<file path="config.mk">
export PLATFORM = sky130hd
export DESIGN_NAME = cla_seq_adder_flat
export DESIGN_NICKNAME = d
export VERILOG_FILES = /design/src/rtl/cla_seq_adder_pkg.sv /design/src/rtl/cla_seq_adder_if.sv /design/src/rtl/cla_seq_adder_slice.sv /design/src/rtl/cla_seq_adder.sv /design/src/flat_wrapper.sv
export SDC_FILE = /design/constraint.sdc
export NUM_CORES = 1
export LEC_CHECK = 0
export ABC_AREA = 1
export CORE_MARGIN = 3
export CORE_UTILIZATION = 30
export CTS_CLUSTER_SIZE = 14
export DETAILED_ROUTE_END_ITERATION = 10
export GPL_ROUTABILITY_DRIVEN = 0
export GPL_TIMING_DRIVEN = 0
export PLACE_DENSITY_LB_ADDON = 0.2
export SYNTH_ARGS = -nofsm -noshare
export SYNTH_HDL_FRONTEND = slang
export SYNTH_SLANG_ARGS = --single-unit
</file>
<file path="constraint.sdc">
create_clock -name clk -period 6.2 [get_ports clk]
set_input_delay 1.86 -clock clk [delete_from_list [all_inputs] [get_ports clk]]
set_output_delay 1.86 -clock clk [all_outputs]
set_load 0.02 [all_outputs]
</file>
<file path="src/rtl/cla_seq_adder_pkg.sv">
// Purpose : shared types and constants for the sequential CLA adder.
// Contents: NIBBLE_W (width of one lookahead slice) and the controller
//           state encoding (IDLE/RUN/DONE).
package cla_seq_pkg;

  localparam int NIBBLE_W = 4;

  typedef enum logic [1:0] {
    IDLE = 2'd0,
    RUN  = 2'd1,
    DONE = 2'd2
  } state_t;

endpackage

</file>
<file path="src/rtl/cla_seq_adder_if.sv">
// Purpose : requester <-> adder handshake bundle.
// Signals : start, A, B, Cin, Sub (requester -> adder);
//           busy, done, F, ovf    (adder -> requester).
// Modports: master = requester side, slave = adder side.
interface cla_seq_adder_if #(
  parameter int NIBBLES = 4
);

  logic                   start;
  logic [4*NIBBLES-1:0]   A;
  logic [4*NIBBLES-1:0]   B;
  logic                   Cin;
  logic                   Sub;
  logic                   busy;
  logic                   done;
  logic [4*NIBBLES:0]     F;
  logic                   ovf;

  modport master (
    output start, A, B, Cin, Sub,
    input  busy, done, F, ovf
  );

  modport slave (
    input  start, A, B, Cin, Sub,
    output busy, done, F, ovf
  );

endinterface

</file>
<file path="src/rtl/cla_seq_adder_slice.sv">
// Purpose : purely combinational 4-bit carry-lookahead adder slice.
// Ports   : i_a[3:0], i_b[3:0], i_cin -> o_s[3:0], o_cout.
// All internal carries are computed directly from propagate/generate
// terms and the slice carry-in, so no carry ripples inside the nibble.
module cla_slice_4
  import cla_seq_pkg::*;
(
  input  logic [NIBBLE_W-1:0] i_a,
  input  logic [NIBBLE_W-1:0] i_b,
  input  logic                i_cin,
  output logic [NIBBLE_W-1:0] o_s,
  output logic                o_cout
);

  logic [NIBBLE_W-1:0] w_p;
  logic [NIBBLE_W-1:0] w_g;
  logic [NIBBLE_W:0]   w_c;

  assign w_p = i_a ^ i_b;
  assign w_g = i_a & i_b;

  assign w_c[0] = i_cin;
  assign w_c[1] = w_g[0] | (w_p[0] & i_cin);
  assign w_c[2] = w_g[1] | (w_p[1] & w_g[0]) | (w_p[1] & w_p[0] & i_cin);
  assign w_c[3] = w_g[2] | (w_p[2] & w_g[1]) | (w_p[2] & w_p[1] & w_g[0])
                | (w_p[2] & w_p[1] & w_p[0] & i_cin);
  assign w_c[4] = w_g[3] | (w_p[3] & w_g[2]) | (w_p[3] & w_p[2] & w_g[1])
                | (w_p[3] & w_p[2] & w_p[1] & w_g[0])
                | (w_p[3] & w_p[2] & w_p[1] & w_p[0] & i_cin);

  assign o_s    = w_p ^ w_c[NIBBLE_W-1:0];
  assign o_cout = w_c[NIBBLE_W];

endmodule

</file>
<file path="src/rtl/cla_seq_adder.sv">
// Purpose : multi-cycle add/sub of 4*NIBBLES-bit operands through one
//           shared 4-bit CLA slice, least-significant nibble first.
// Ports   : clk   - rising-edge clock
//           rst_n - synchronous active-low reset
//           bus   - cla_seq_adder_if.slave (start/A/B/Cin/Sub in,
//                   busy/done/F/ovf out)
// Timing  : accept at edge 0, nibble k processed at edge k+1, done high
//           for one cycle after edge NIBBLES, idle again after NIBBLES+1.
module cla_seq_adder
  import cla_seq_pkg::*;
#(
  parameter int NIBBLES = 4
) (
  input logic           clk,
  input logic           rst_n,
  cla_seq_adder_if.slave bus
);

  localparam int                IDX_W    = $clog2(NIBBLES);
  localparam logic [IDX_W-1:0]  LAST_IDX = IDX_W'(NIBBLES - 1);

  state_t r_state;
  state_t w_next_state;

  // Operands and result viewed as arrays of nibbles so the slice mux is
  // a plain index by r_idx.
  logic [NIBBLES-1:0][NIBBLE_W-1:0] r_op_a;
  logic [NIBBLES-1:0][NIBBLE_W-1:0] r_op_b;
  logic [NIBBLES-1:0][NIBBLE_W-1:0] r_sum;
  logic                             r_cout;
  logic                             r_carry;
  logic                             r_ovf;
  logic [IDX_W-1:0]                 r_idx;

  logic [NIBBLE_W-1:0] w_sum;
  logic                w_cout;
  logic                w_last;

  assign w_last = (r_idx == LAST_IDX);

  cla_slice_4 u_slice (
    .i_a    (r_op_a[r_idx]),
    .i_b    (r_op_b[r_idx]),
    .i_cin  (r_carry),
    .o_s    (w_sum),
    .o_cout (w_cout)
  );

  // NOTE: sequential state is written only with non-blocking assignments so
  // every flop samples pre-edge values regardless of block ordering.
  always_ff @(posedge clk) begin
    if (!rst_n) r_state <= IDLE;
    else        r_state <= w_next_state;
  end

  // NOTE: the default at the top of the block covers every path, so no
  // latch is inferred for w_next_state.
  always_comb begin
    w_next_state = r_state;
    case (r_state)
      IDLE:    if (bus.start) w_next_state = RUN;
      RUN:     if (w_last)    w_next_state = DONE;
      DONE:    w_next_state = IDLE;
      default: w_next_state = IDLE;
    endcase
  end

  // NOTE: the operand registers are deliberately left out of reset; they are
  // always loaded on accept before being read, so resetting them buys nothing.
  always_ff @(posedge clk) begin
    if (!rst_n) begin
      r_sum   <= '0;
      r_cout  <= 1'b0;
      r_carry <= 1'b0;
      r_ovf   <= 1'b0;
      r_idx   <= '0;
    end else begin
      case (r_state)
        IDLE: begin
          if (bus.start) begin
            r_op_a  <= bus.A;
            // Subtraction is A + ~B + 1: invert B here and force carry-in.
            r_op_b  <= bus.Sub ? ~bus.B : bus.B;
            r_carry <= bus.Cin | bus.Sub;
            r_idx   <= '0;
          end
        end
        RUN: begin
          r_sum[r_idx] <= w_sum;
          r_carry      <= w_cout;
          if (w_last) begin
            r_cout <= w_cout;
            // Overflow: operands share a sign but the result sign differs.
            r_ovf  <= (r_op_a[NIBBLES-1][NIBBLE_W-1] == r_op_b[NIBBLES-1][NIBBLE_W-1])
                   && (w_sum[NIBBLE_W-1] != r_op_a[NIBBLES-1][NIBBLE_W-1]);
          end else begin
            r_idx <= r_idx + IDX_W'(1);
          end
        end
        default: ;
      endcase
    end
  end

  assign bus.busy = (r_state != IDLE);
  assign bus.done = (r_state == DONE);
  assign bus.F    = {r_cout, r_sum};
  assign bus.ovf  = r_ovf;

endmodule

</file>
<file path="src/flat_wrapper.sv">
// flat-port wrapper written by rule: the top's interface ports become plain ports
module cla_seq_adder_flat import cla_seq_pkg::*;
#(
  parameter int NIBBLES = 4
)
  (clk, rst_n, bus_start, bus_A, bus_B, bus_Cin, bus_Sub, bus_busy, bus_done, bus_F, bus_ovf);
  cla_seq_adder_if #(.NIBBLES(NIBBLES)) bus_i ();
  input logic clk;
  input logic rst_n;
  input wire logic [$bits(bus_i.start)-1:0] bus_start;
  input wire logic [$bits(bus_i.A)-1:0] bus_A;
  input wire logic [$bits(bus_i.B)-1:0] bus_B;
  input wire logic [$bits(bus_i.Cin)-1:0] bus_Cin;
  input wire logic [$bits(bus_i.Sub)-1:0] bus_Sub;
  output wire logic [$bits(bus_i.busy)-1:0] bus_busy;
  output wire logic [$bits(bus_i.done)-1:0] bus_done;
  output wire logic [$bits(bus_i.F)-1:0] bus_F;
  output wire logic [$bits(bus_i.ovf)-1:0] bus_ovf;
  assign bus_i.start = bus_start;
  assign bus_i.A = bus_A;
  assign bus_i.B = bus_B;
  assign bus_i.Cin = bus_Cin;
  assign bus_i.Sub = bus_Sub;
  assign bus_busy = bus_i.busy;
  assign bus_done = bus_i.done;
  assign bus_F = bus_i.F;
  assign bus_ovf = bus_i.ovf;
  cla_seq_adder #(.NIBBLES(NIBBLES)) u_core (.clk(clk), .rst_n(rst_n), .bus(bus_i));
endmodule
</file>
==> flow_summary_export.csv, run 1 <==
group,metric,value,unit
status,outcome,"completed",
timing,hold_ws,520,ps
global_route,grt.total_usage,0.109,
detailed_routing,wl_per_cell,12.0,um
critical_path,path_class,"in2reg",
finish,final_core_util,0.418,
detailed_routing,drt-initial-drc-count,62,
cts,ctsRootBufferMaster,"clkbuf_8",
timing,setup_viol,0,
detailed_routing,drc_errors,0,
detailed_routing,first_pass_iters,4,
cts,cts_resized,0,
finish,mostFrequentLayoutCells,"clkdlybuf4s50_1 (55), edfxtp_1 (32), inv_1 (29)",
floorplanning,ios,57,
critical_path,crit_chain,"clkdlybuf4s50_1, clkbuf_1, inv_1, nor3_2, buf_6, buf_6, buf_6",
flow_run,drv_cap,0,
logic_synthesis,yosysTopAreaCellShare,0.386,
floorplanning,die_h,97.2,um
timing,min_period_over_period,0.581,
cts,cts_sinks,55,
logic_synthesis,synth.cell_area,0.00249,mm^2
pwr,ir_drop,85.2,uV
pwr,p_leak,1.29,nW
finish,final_common_cell,"clkdlybuf4s50_1",
logic_synthesis,synthArstFlopShare,0,
timing,hold_viol,0,
detailed_routing,num_vias,1779,
critical_path,critPathArrivalTime,3630,ps
timing,fmax,278,MHz
finish,fillerInstances,791,
floorplanning,initial_utilization,0.316,
cts,cts_buffers,5,
finish,nets,352,
place,port-buffer-count,55,
cts,cts-htree-levels,2,
cts,clk_pin_slew,90,ps
global_route,grt_pass1_wl,8.34,mm
finish,stdcell_area,0.00329,mm^2
critical_path,crit_slowest_cell,"clkdlybuf4s50_1",
logic_synthesis,synth.distinct_cells,31,
critical_path,crit_path_frequent_cell,"buf_6",
detailed_routing,routed_wl,4.92,mm
critical_path,cp.required,6230,ps
cts,clk_latency,300,ps
place,placed_area,0.00321,mm^2
logic_synthesis,seq_area_frac_synth,0.570,
finish,synthToLayoutAreaGrowth,32.1,%
floorplanning,die_area,0.00944,mm^2
global_route,antenna_found_initial,0,
logic_synthesis,ys_ff_latch,55,
critical_path,worstPathMaxFanout,13,
critical_path,path_buf_inv,6,
logic_synthesis,synthCells,241,
cts,cts_tree,"done",
global_route,grt_max_degree,17,
logic_synthesis,synth_edf_count,32,
global_route,first_global_vias,1752,
timing,finalMaxSlewViolations,0,
finish,drive_gt1_frac,0.0717,
detailed_routing,viasPerCell,4.35,
critical_path,critPathLaunchType,"input port",
logic_synthesis,syn_nets,287,
timing,skew,5.01,ps
finish,diodes,0,
detailed_routing,ant_nets,0,
critical_path,slowest_delay,490,ps
cts,postCtsHoldBufs,0,
critical_path,endpoint_kind,"flip-flop",
pwr,power_density,228,mW/mm^2
floorplanning,core.rowCount,32,
logic_synthesis,synth_top_cell_by_area,"edfxtp_1",
logic_synthesis,ys_warn_count,0,
timing,rsz0062_at_grt,"no",
logic_synthesis,syn_avg_cell_area,10.3,um^2
timing,worst_pin_slew,439,ps
floorplanning,coreArea,0.00789,mm^2
place,place_hpwl,3.75,mm
timing,max_slew_margin,0.708,
logic_synthesis,synth_flop_cell,"edfxtp_1",
cts,postCtsSetupBuffers,0,
floorplanning,die_x,97.2,um
logic_synthesis,synthTopCellsByArea,"edfxtp_1 (39%), dfxtp_1 (18%), xor2_1 (6.0%)",
cts,max-clock-path-buffers,2,
critical_path,cp_top_family,"buffers and inverters",
worst_hold_path,hold_path_class,"reg2reg",
timing,min_period,3600,ps
global_route,grt_remaining_overflow,0,
## worst register-to-register path, cell delays in order (launching register included)
cell and delay [ps]:
dfxtp_1 370, buf_4 190, clkinv_1 240, buf_2 290
o21ai_0 170, o22ai_1 90, ha_1 340, or2_0 200
nand2_1 120, nand2_1 80, nand2_1 150, nand3_1 90
o211ai_1 90, inv_1 60
## synthesized netlist by cell type (2+ instances only)
master    instances
o22ai_1           6
nor2_4            3
o211ai_1          4
edfxtp_1         32
inv_1            29
nand2_1          17
buf_4             3
a32oi_1           2
clkbuf_1          3
nor2_1           24
o21bai_1          5
a21oi_1          12
ha_1              8
xor2_1           17
o21ai_0          26
nand3_1          11
dfxtp_1          23
buf_2             3
## cell families (layout without fill, tap and decap cells)
logic type | after synthesis | in the layout | synth area share
AND/OR/NAND/NOR | 60 | 60 | 0.112
AO/OA/AOI/OAI | 59 | 59 | 0.137
flip-flops | 55 | 55 | 0.570
buffers and inverters | 40 | 106 | 0.0693
XOR/XNOR | 18 | 18 | 0.0633
adder cells (fa/ha/maj) | 9 | 9 | 0.0482
## sequential cells by signal (all words and copies together) (netlist names)
name / cells
u_core.r_op_a: 16
u_core.r_cout: 1
u_core.r_carry: 1
u_core.r_idx: 2
u_core.r_op_b: 16
u_core.r_state: 2
u_core.bus.ovf: 1
u_core.bus.F: 16
## metal layers
metal | GRT usage | up-vias | wire [um]
met1 | 0.142 | 785 | 2360
met3 | 0.0287 | 6 | 261
met2 | 0.178 | 47 | 2250
met4 | 0.0292 | 0 | 52
met5 | 0 | - | 0
li1 | - | 941 | -
## where the power goes
group | leakage [nW] | internal [mW] | switching [mW]
sequential | 0.483 | 0.405 | 0.00744
combinational | 0.767 | 0.0659 | 0.0833
clock | 0.0392 | 0.0770 | 0.113
## layout make-up
| type | count | area, um^2 | share of cell area |
|---|---|---|---|
| Clock inverter | 3 | 15.0 | 0.00456 |
| Tap cell | 102 | 128 | 0.0388 |
| Multi-Input combinational cell | 146 | 903 | 0.274 |
| Inverter | 30 | 113 | 0.0342 |
| Timing Repair Buffer | 58 | 584 | 0.177 |
| Buffer | 10 | 60.1 | 0.0182 |
| Clock buffer | 5 | 68.8 | 0.0209 |
| Sequential cell | 55 | 1420 | 0.432 |
## metrics by stage
stage	setup TNS (ps)	cells	setup slack, ps	power (mW)
after global placement	-8910	398	-281	0.569
after global routing	0	409	2400	0.797
final	0	409	2600	0.752
after CTS	0	409	2570	0.761
after detailed placement	0	401	2250	0.573
after floorplan	0	241	1270	0.510
## worst paths after layout
| check | start | endpoint | slack [ps] | depth (start not counted) |
|---|---|---|---|---|
| setup / recovery | rst_n | u_core.r_op_a[8] | 2600 | 7 |
| hold / removal | u_core.bus.F[11] | u_core.bus.F[11] | 520 | 2 |
| setup reg to reg | u_core.r_idx[0] | u_core.bus.F[7] | 3620 | 13 |
| hold reg to reg | u_core.bus.F[11] | u_core.bus.F[11] | 520 | 2 |
Power figures use the tool's default switching activity.
==> inputs of run 2 (changes only) <==
- clock period: 6.2 -> 3.3 ns (I/O delays scaled with it)
==> flow_summary_export.csv, run 2 (synthesized netlist as in run 1, its figures left out) <==
group,metric,value,unit
status,outcome,"completed",
cts,cts_buffers,5,
finish,nets,350,
critical_path,worstPathMaxFanout,22,
flow_run,drv_cap,0,
floorplanning,core.rowCount,32,
detailed_routing,drc_errors,0,
timing,min_period_over_period,0.855,
detailed_routing,num_vias,1785,
floorplanning,die_x,97.2,um
timing,max_slew_margin,0.597,
timing,finalMaxSlewViolations,0,
finish,final_core_util,0.422,
worst_hold_path,hold_path_class,"reg2reg",
critical_path,path_class,"in2reg",
pwr,p_leak,1.31,nW
timing,worst_pin_slew,603,ps
cts,postCtsSetupBuffers,0,
detailed_routing,routed_wl,4.85,mm
timing,fmax,355,MHz
floorplanning,die_h,97.2,um
cts,max-clock-path-buffers,2,
critical_path,cp.required,3330,ps
finish,final_common_cell,"clkdlybuf4s50_1",
cts,cts_tree,"done",
finish,mostFrequentLayoutCells,"clkdlybuf4s50_1 (55), edfxtp_1 (32), inv_1 (29)",
critical_path,slowest_delay,570,ps
detailed_routing,drt-initial-drc-count,53,
global_route,grt_max_degree,23,
global_route,grt.total_usage,0.109,
cts,cts_resized,0,
critical_path,crit_slowest_cell,"nor3_4",
finish,drive_gt1_frac,0.0721,
global_route,antenna_found_initial,0,
detailed_routing,viasPerCell,4.39,
global_route,grt_pass1_wl,8.42,mm
detailed_routing,ant_nets,0,
finish,synthToLayoutAreaGrowth,33.4,%
cts,postCtsHoldBufs,0,
critical_path,critPathLaunchType,"input port",
place,place_hpwl,3.69,mm
pwr,power_density,453,mW/mm^2
detailed_routing,first_pass_iters,4,
cts,ctsRootBufferMaster,"clkbuf_8",
timing,setup_viol,0,
critical_path,crit_chain,"clkdlybuf4s50_1, clkbuf_1, inv_1, nor3_4, buf_16",
pwr,ir_drop,193,uV
cts,cts_sinks,55,
place,port-buffer-count,55,
timing,skew,8.29,ps
cts,cts-htree-levels,2,
finish,fillerInstances,776,
finish,diodes,0,
floorplanning,coreArea,0.00789,mm^2
critical_path,critPathArrivalTime,2850,ps
finish,multi_input_area,910,um^2
detailed_routing,wl_per_cell,11.9,um
critical_path,endpoint_kind,"flip-flop",
cts,clk_pin_slew,100,ps
cts,clk_latency,310,ps
floorplanning,initial_utilization,0.316,
floorplanning,die_area,0.00944,mm^2
floorplanning,ios,57,
timing,tns,0,ps
timing,hold_viol,0,
timing,rsz0062_at_grt,"no",
finish,regArea,0.00142,mm^2
global_route,first_global_vias,1763,
global_route,grt_remaining_overflow,0,
timing,min_period,2820,ps
## run 2: report_power, final
| group | switching (mW) | internal (mW) |
|---|---|---|
| Sequential | 0.0138 | 0.761 |
| Combinational | 0.157 | 0.124 |
| Clock | 0.222 | 0.230 |
| Total | 0.392 | 1.12 |
## run 2: path summary, 6_finish.rpt
kind / start / endpoint / slack [ps] / cells past startpoint
max: rst_n / u_core.r_op_a[15] / 480 / 5
min: u_core.bus.F[15] / u_core.bus.F[15] / 510 / 2
max reg2reg: u_core.r_idx[0] / u_core.bus.ovf / 720 / 13
min reg2reg: u_core.bus.F[15] / u_core.bus.F[15] / 510 / 2
## run 2: area by class of cell
type                            instances  area share
Sequential cell                        55       0.427
Multi-Input combinational cell        146       0.274
Timing Repair Buffer                   56       0.174
Tap cell                              102      0.0384
Inverter                               30      0.0339
Clock buffer                            5      0.0207
Buffer                                 10      0.0181
Clock inverter                          3      0.0143
## run 2: routing by layer
metal | global-route usage | vias to the layer above | wire length, um | part of all wire
met5 | 0 | - | 0 | 0
met4 | 0.0356 | 0 | 58 | 0.012
met3 | 0.0287 | 7 | 308 | 0.063
met2 | 0.177 | 58 | 2170 | 0.45
met1 | 0.143 | 782 | 2310 | 0.48
li1 | - | 938 | - | -
## run 2: critical path, delay by kind of cell
kind / cells / cell delay (ps)
AND/OR/NAND/NOR: 1 / 570
buffers and inverters: 4 / 1270
## run 2: through the flow
stage                     setup WS, ps  power, mW  cells  area (um^2)  hold WS (ps)
after floorplan                    207      0.957    241         2500           534
after detailed placement           114       1.08    399         3210           490
after CTS                          457       1.53    407         3330           517
final                              479       1.51    407         3330           511
after global placement            -957       1.07    398         3180           484
after global routing               301       1.59    407         3330           541
